[src/rtl/msk_aes_pkg.sv]
// Shared definitions for the masked AES column datapath: FSM encoding, column geometry
// and slice-offset helpers for d-share byte sharings.
package msk_aes_pkg;

  typedef enum logic [1:0] {
    IDLE = 2'd0,
    RUN  = 2'd1,
    DONE = 2'd2
  } fsm_t;

  localparam int N_COL         = 4;
  localparam int BYTES_PER_COL = 4;

  // Bit offset of shared byte idx when every byte occupies 8*d bits.
  function automatic int byte_off(input int d, input int idx);
    return 8 * d * idx;
  endfunction

  // Bit offset of shared column col (BYTES_PER_COL shared bytes per column).
  function automatic int col_off(input int d, input int col);
    return 8 * d * BYTES_PER_COL * col;
  endfunction

endpackage

[src/rtl/msk_mixcol_col_unit.sv]
// Masked combined MixColumns / InvMixColumns on one 4-byte column, applied share by share.
// Latency: combinational. Backpressure: none, pure function of its inputs.
module msk_mixcol_col_unit
  import msk_aes_pkg::*;
#(
  parameter int d = 2
) (
  input  logic                           inverse,
  input  logic [8*d*BYTES_PER_COL-1:0]   col_in,
  output logic [8*d*BYTES_PER_COL-1:0]   col_out
);

  function automatic logic [7:0] xt(input logic [7:0] b);
    return {b[6:0], 1'b0} ^ (b[7] ? 8'h1b : 8'h00);
  endfunction

  for (genvar s = 0; s < d; s++) begin : g_share
    logic [7:0] a0, a1, a2, a3;
    logic [7:0] u, v, p0, p1, p2, p3, t;

    assign a0 = col_in[byte_off(d, 0) + 8*s +: 8];
    assign a1 = col_in[byte_off(d, 1) + 8*s +: 8];
    assign a2 = col_in[byte_off(d, 2) + 8*s +: 8];
    assign a3 = col_in[byte_off(d, 3) + 8*s +: 8];

    // InvMixColumns = MixColumns after a {04}-weighted pre-mix; linear, so safe per share.
    assign u  = inverse ? xt(xt(a0 ^ a2)) : 8'h00;
    assign v  = inverse ? xt(xt(a1 ^ a3)) : 8'h00;
    assign p0 = a0 ^ u;
    assign p1 = a1 ^ v;
    assign p2 = a2 ^ u;
    assign p3 = a3 ^ v;
    assign t  = p0 ^ p1 ^ p2 ^ p3;

    assign col_out[byte_off(d, 0) + 8*s +: 8] = p0 ^ t ^ xt(p0 ^ p1);
    assign col_out[byte_off(d, 1) + 8*s +: 8] = p1 ^ t ^ xt(p1 ^ p2);
    assign col_out[byte_off(d, 2) + 8*s +: 8] = p2 ^ t ^ xt(p2 ^ p3);
    assign col_out[byte_off(d, 3) + 8*s +: 8] = p3 ^ t ^ xt(p3 ^ p0);
  end

endmodule

[src/rtl/msk_mixcol_seq.sv]
// Time-shares one masked column unit over the 4 columns of a shared AES state.
// Latency: accept at t -> out_valid at t+5 (t+1 for in_skip when MSK_MIXCOL_SEQ_LASTROUND_EN).
// Backpressure: result held in DONE until out_ready; a new state is accepted in that same cycle.
module msk_mixcol_seq
  import msk_aes_pkg::*;
#(
  parameter int d = 2
) (
  input  logic             clk,
  input  logic             rst_n,
  input  logic             in_valid,
  output logic             in_ready,
  input  logic             in_inverse,
`ifdef MSK_MIXCOL_SEQ_LASTROUND_EN
  input  logic             in_skip,
`endif
  input  logic [128*d-1:0] in_state,
  output logic             out_valid,
  input  logic             out_ready,
  output logic [128*d-1:0] out_state,
  output logic             busy
);

  localparam int COL_W = 8 * d * BYTES_PER_COL;
  localparam int CNT_W = $clog2(N_COL);

  fsm_t             st_q, st_nxt;
  logic [CNT_W-1:0] col_cnt;
  logic             inv_q;
  logic [128*d-1:0] state_q;
  logic [COL_W-1:0] col_sel, col_res;
  logic             accept, skip, step;

`ifdef MSK_MIXCOL_SEQ_LASTROUND_EN
  assign skip = in_skip;
`else
  assign skip = 1'b0;
`endif

  assign accept    = in_valid & in_ready;
  assign out_state = state_q;

  // Column select depends only on the public counter, never on share data.
  assign col_sel = state_q[col_off(d, int'(col_cnt)) +: COL_W];

  msk_mixcol_col_unit #(.d(d)) u_col (
    .inverse (inv_q),
    .col_in  (col_sel),
    .col_out (col_res)
  );

  always_comb begin
    st_nxt    = st_q;
    in_ready  = 1'b0;
    out_valid = 1'b0;
    busy      = 1'b1;
    step      = 1'b0;
    case (st_q)
      IDLE: begin
        busy     = 1'b0;
        in_ready = 1'b1;
        if (in_valid) st_nxt = skip ? DONE : RUN;
      end
      RUN: begin
        step = 1'b1;
        if (col_cnt == CNT_W'(N_COL - 1)) st_nxt = DONE;
      end
      DONE: begin
        out_valid = 1'b1;
        in_ready  = out_ready;
        if (out_ready) st_nxt = in_valid ? (skip ? DONE : RUN) : IDLE;
      end
      default: st_nxt = IDLE;
    endcase
  end

  always_ff @(posedge clk or negedge rst_n) begin
    if (!rst_n) st_q <= IDLE;
    else        st_q <= st_nxt;
  end

  always_ff @(posedge clk or negedge rst_n) begin
    if (!rst_n) begin
      state_q <= '0;
      inv_q   <= 1'b0;
      col_cnt <= '0;
    end else if (accept) begin
      state_q <= in_state;
      inv_q   <= in_inverse;
      col_cnt <= '0;
    end else if (step) begin
      state_q[col_off(d, int'(col_cnt)) +: COL_W] <= col_res;
      col_cnt <= col_cnt + CNT_W'(1);
    end
  end

endmodule

[config.mk]
export PLATFORM = sky130hd
export DESIGN_NAME = msk_mixcol_seq
export DESIGN_NICKNAME = d
export VERILOG_FILES = /design/src/rtl/msk_aes_pkg.sv /design/src/rtl/msk_mixcol_col_unit.sv /design/src/rtl/msk_mixcol_seq.sv
export SDC_FILE = /design/constraint.sdc
export NUM_CORES = 1
export LEC_CHECK = 0
export CAP_MARGIN = 15
export CORE_MARGIN = 1
export CORE_UTILIZATION = 34
export CTS_BUF_LIST = sky130_fd_sc_hd__clkbuf_8
export CTS_CLUSTER_DIAMETER = 200
export DETAILED_ROUTE_END_ITERATION = 6
export MAX_ROUTING_LAYER = met4
export PLACE_DENSITY = 0.58
export SYNTH_ARGS = -nofsm -noshare
export SYNTH_HDL_FRONTEND = slang
export SYNTH_HIERARCHICAL = 1
export SYNTH_SLANG_ARGS = --single-unit
[constraint.sdc]
create_clock -name clk -period 5.3 [get_ports clk]
set_clock_uncertainty 0.05 [all_clocks]
set_input_delay 1.06 -clock clk [delete_from_list [all_inputs] [get_ports clk]]
set_output_delay 1.06 -clock clk [all_outputs]
set_load 0.1 [all_outputs]
==> run_results.csv <==
group,metric,value,unit
floorplanning,initial_core_util,34.6,%
clocking,clk_latency,0.63,ns
place,routabilityCongestion,0.941,
timing,hold_viol,0,
timing,setup_violations,0,
clocking,path_clk_slew,0.06,ns
place,placedCellCount,2706,
setup_path,worst-endpoint-required,5.74,ns
yosys,netlist_area,17000,um2
routing,wl,81700,um
flow_run,maxCapViolations,0,
floorplanning,core,49100,um2
layout,drive_gt1_share,10.3,%
yosys,synth_nets,1873,
routing,drc,3,
timing,timing.setup.tns,0,ns
place,io_buffers,519,
outcome,outcome,"finished, violations left",
floorplanning,top_level_ports,520,
grt,first_global_vias,16031,
yosys,synthTopCellsByCount,"330 x nand2_1, 261 x dfrtp_1, 171 x xnor2_1",
grt,grt_pass1_wl,115000,um
outcome,failed_checks,"design-rule violations",
timing,period_needed,4.85,ns
routing,dr.pass1.iters,7,
timing,slew_headroom,23.8,%
place,place_area,22900,um2
clocking,clock-sinks,261,
routing,via_per_inst,5.75,
floorplanning,design.die.area,50800,um2
layout,stdcell_count,2793,
routing,drtIter0Drc,1548,
yosys,synthTopCellsByArea,"dfrtp_1 38%, xnor2_1 8.8%, mux4_2 8.5%",
grt,grt_start_max_net_pins,119,
grt,overflow,0,
timing,rsz0062_at_grt,"no",
routing,wl_per_cell,29.2,um
yosys,yosysTopAreaCellShare,38.5,%
yosys,async_flop_share,100,%
yosys,yosysWarnings,6,
place,post-dp-hpwl,60500,um
timing,fin_hold_ws,0.458,ns
clocking,root_buffer,"clkbuf_8",
yosys,synth_edf_count,0,
clocking,post_cts_buffers,0,
yosys,syn_avg_cell_area,10.6,um2
clocking,post_cts_resize_count,0,
clocking,cts_made_buffers,47,
setup_path,startpoint_type,"flip-flop",
timing,min_period_over_period,91.6,%
timing,fmax,0.206,GHz
timing,worst_pin_slew,1.14,ns
floorplanning,dieHeight,225,um
clocking,tritoncts,"yes",
setup_path,end_kind,"flip-flop",
layout,synthToLayoutAreaGrowth,40.8,%
setup_path,worstSetupPathType,"reg2reg",
yosys,synth_area_leader_cell,"dfrtp_1",
layout,finalNetCount,2357,
grt,antenna_found_initial,3,
yosys,ys_types,51,
timing,drv_slew,0,
routing,vias,16063,
floorplanning,fp-row-count,81,
grt,grt_usage,32.5,%
worst_hold_path,min_path_type,"reg2reg",
yosys,ys_ff_latch,261,
setup_path,crit_fanout,25,
clocking,htree_levels,2,
floorplanning,die_w,225,um
yosys,synth.most_common_cell,"nand2_1",
clocking,cts_buffer_depth,3,
yosys,yosys_most_used_dff,"dfrtp_1",
layout,fin_area,23900,um2
yosys,syn_inst,1607,
yosys,ys_seq_area_share,38.5,%
clocking,cts_hold_buf,0,
setup_path,worstPathArrival,5.30,ns
routing,ant_nets,0,
[routing by layer]
| layer | GRT usage, % | wire, um | up-vias | share of wire, % |
|---|---|---|---|---|
| li1 | - | - | 6819 | - |
| met1 | 43.0 | 34400 | 8212 | 42 |
| met2 | 51.9 | 39000 | 919 | 48 |
| met3 | 6.04 | 6760 | 113 | 8.3 |
| met4 | 6.63 | 1520 | 0 | 1.9 |
| met5 | - | 0 | - | 0 |
[worst paths after layout]
check	from	endpoint	slack, ns	cells past startpoint
max	col_cnt[0]$_DFFE_PN0P_	out_state[140]$_DFFE_PN0P_	0.45	10
min	out_state[227]$_DFFE_PN0P_	out_state[227]$_DFFE_PN0P_	0.46	2
max reg2reg	col_cnt[0]$_DFFE_PN0P_	out_state[140]$_DFFE_PN0P_	0.45	10
min reg2reg	out_state[227]$_DFFE_PN0P_	out_state[227]$_DFFE_PN0P_	0.46	2
max in group asynchronous	rst_n	out_state[229]$_DFFE_PN0P_	3.54	2
min in group asynchronous	rst_n	out_state[177]$_DFFE_PN0P_	0.48	1
[worst max-delay path: stages (launching register included)]
cell	delay, ns
dfrtp_4	0.85
buf_4	0.33
mux4_2	0.62
xnor2_1	0.29
nand2b_1	0.22
xor2_1	0.17
xnor2_1	0.74
xor2_1	0.51
xnor3_1	0.50
and3_1	0.18
a221o_1	0.25
[state kept, by name, indices dropped and copies added, names as in the netlist]
signal and count:
out_state 256, col_cnt 2, inv_q 1, st_q 2
[layout make-up]
| type | instances | area, um2 |
|---|---|---|
| Antenna cell | 4 | 10.0 |
| Fill cell | 4540 | 25200 |
| Tap cell | 664 | 831 |
| Multi-Input combinational cell | 1206 | 9880 |
| Inverter | 11 | 41.3 |
| Clock buffer | 58 | 798 |
| Timing Repair Buffer | 564 | 5610 |
| Clock inverter | 25 | 190 |
| Sequential cell | 261 | 6540 |
[per-stage QoR]
| stage | setup WS (ns) | util (%) |
|---|---|---|
| after CTS | 0.596 | 48.7 |
| after global placement | 0.541 | 46.7 |
| after detailed placement | 0.598 | 46.7 |
| after global routing | 0.374 | 48.7 |
| final | 0.447 | 48.7 |
| after floorplan | 1.27 | - |
[cells in the final DEF, fill, tap and decap left out, types with 5 or more instances in the layout]
| cell type | synthesis | final |
|---|---|---|
| a21oi_1 | 16 | 15 |
| a221o_1 | 64 | 64 |
| a222oi_1 | 6 | 6 |
| a22oi_1 | 98 | 98 |
| a32oi_1 | 74 | 74 |
| and3_1 | 64 | 64 |
| buf_12 | 0 | 6 |
| buf_4 | 7 | 40 |
| clkbuf_8 | 0 | 58 |
| clkdlybuf4s50_1 | 0 | 517 |
| clkinv_2 | 0 | 8 |
| dfrtp_1 | 261 | 259 |
| ha_1 | 5 | 5 |
| inv_1 | 10 | 22 |
| mux2i_1 | 6 | 6 |
| mux4_2 | 64 | 64 |
| nand2_1 | 330 | 329 |
| nand2b_1 | 17 | 17 |
| nor2_1 | 23 | 22 |
| o21ai_0 | 20 | 19 |
| o21ai_1 | 61 | 61 |
| o2bb2ai_1 | 14 | 14 |
| xnor2_1 | 171 | 171 |
| xnor3_1 | 28 | 28 |
| xor2_1 | 97 | 97 |
| xor3_1 | 7 | 7 |
[logic make-up (layout without fill, tap and decap cells)]
logic type,after synthesis,after routing,synth area share [%]
AOI/OAI and AO/OA,362,362,16.4
xor gates and xnor gates,318,318,20.5
adders and majority gates,5,5,0.369
buffers and inverters,140,658,3.80
DFF,261,261,38.5
muxes,71,71,8.93
other,0,4,0
and+or+nand+nor,450,450,11.5
Power is not shown: default switching activity piles up to over one toggle a cycle in this logic, so the estimate is an artifact.
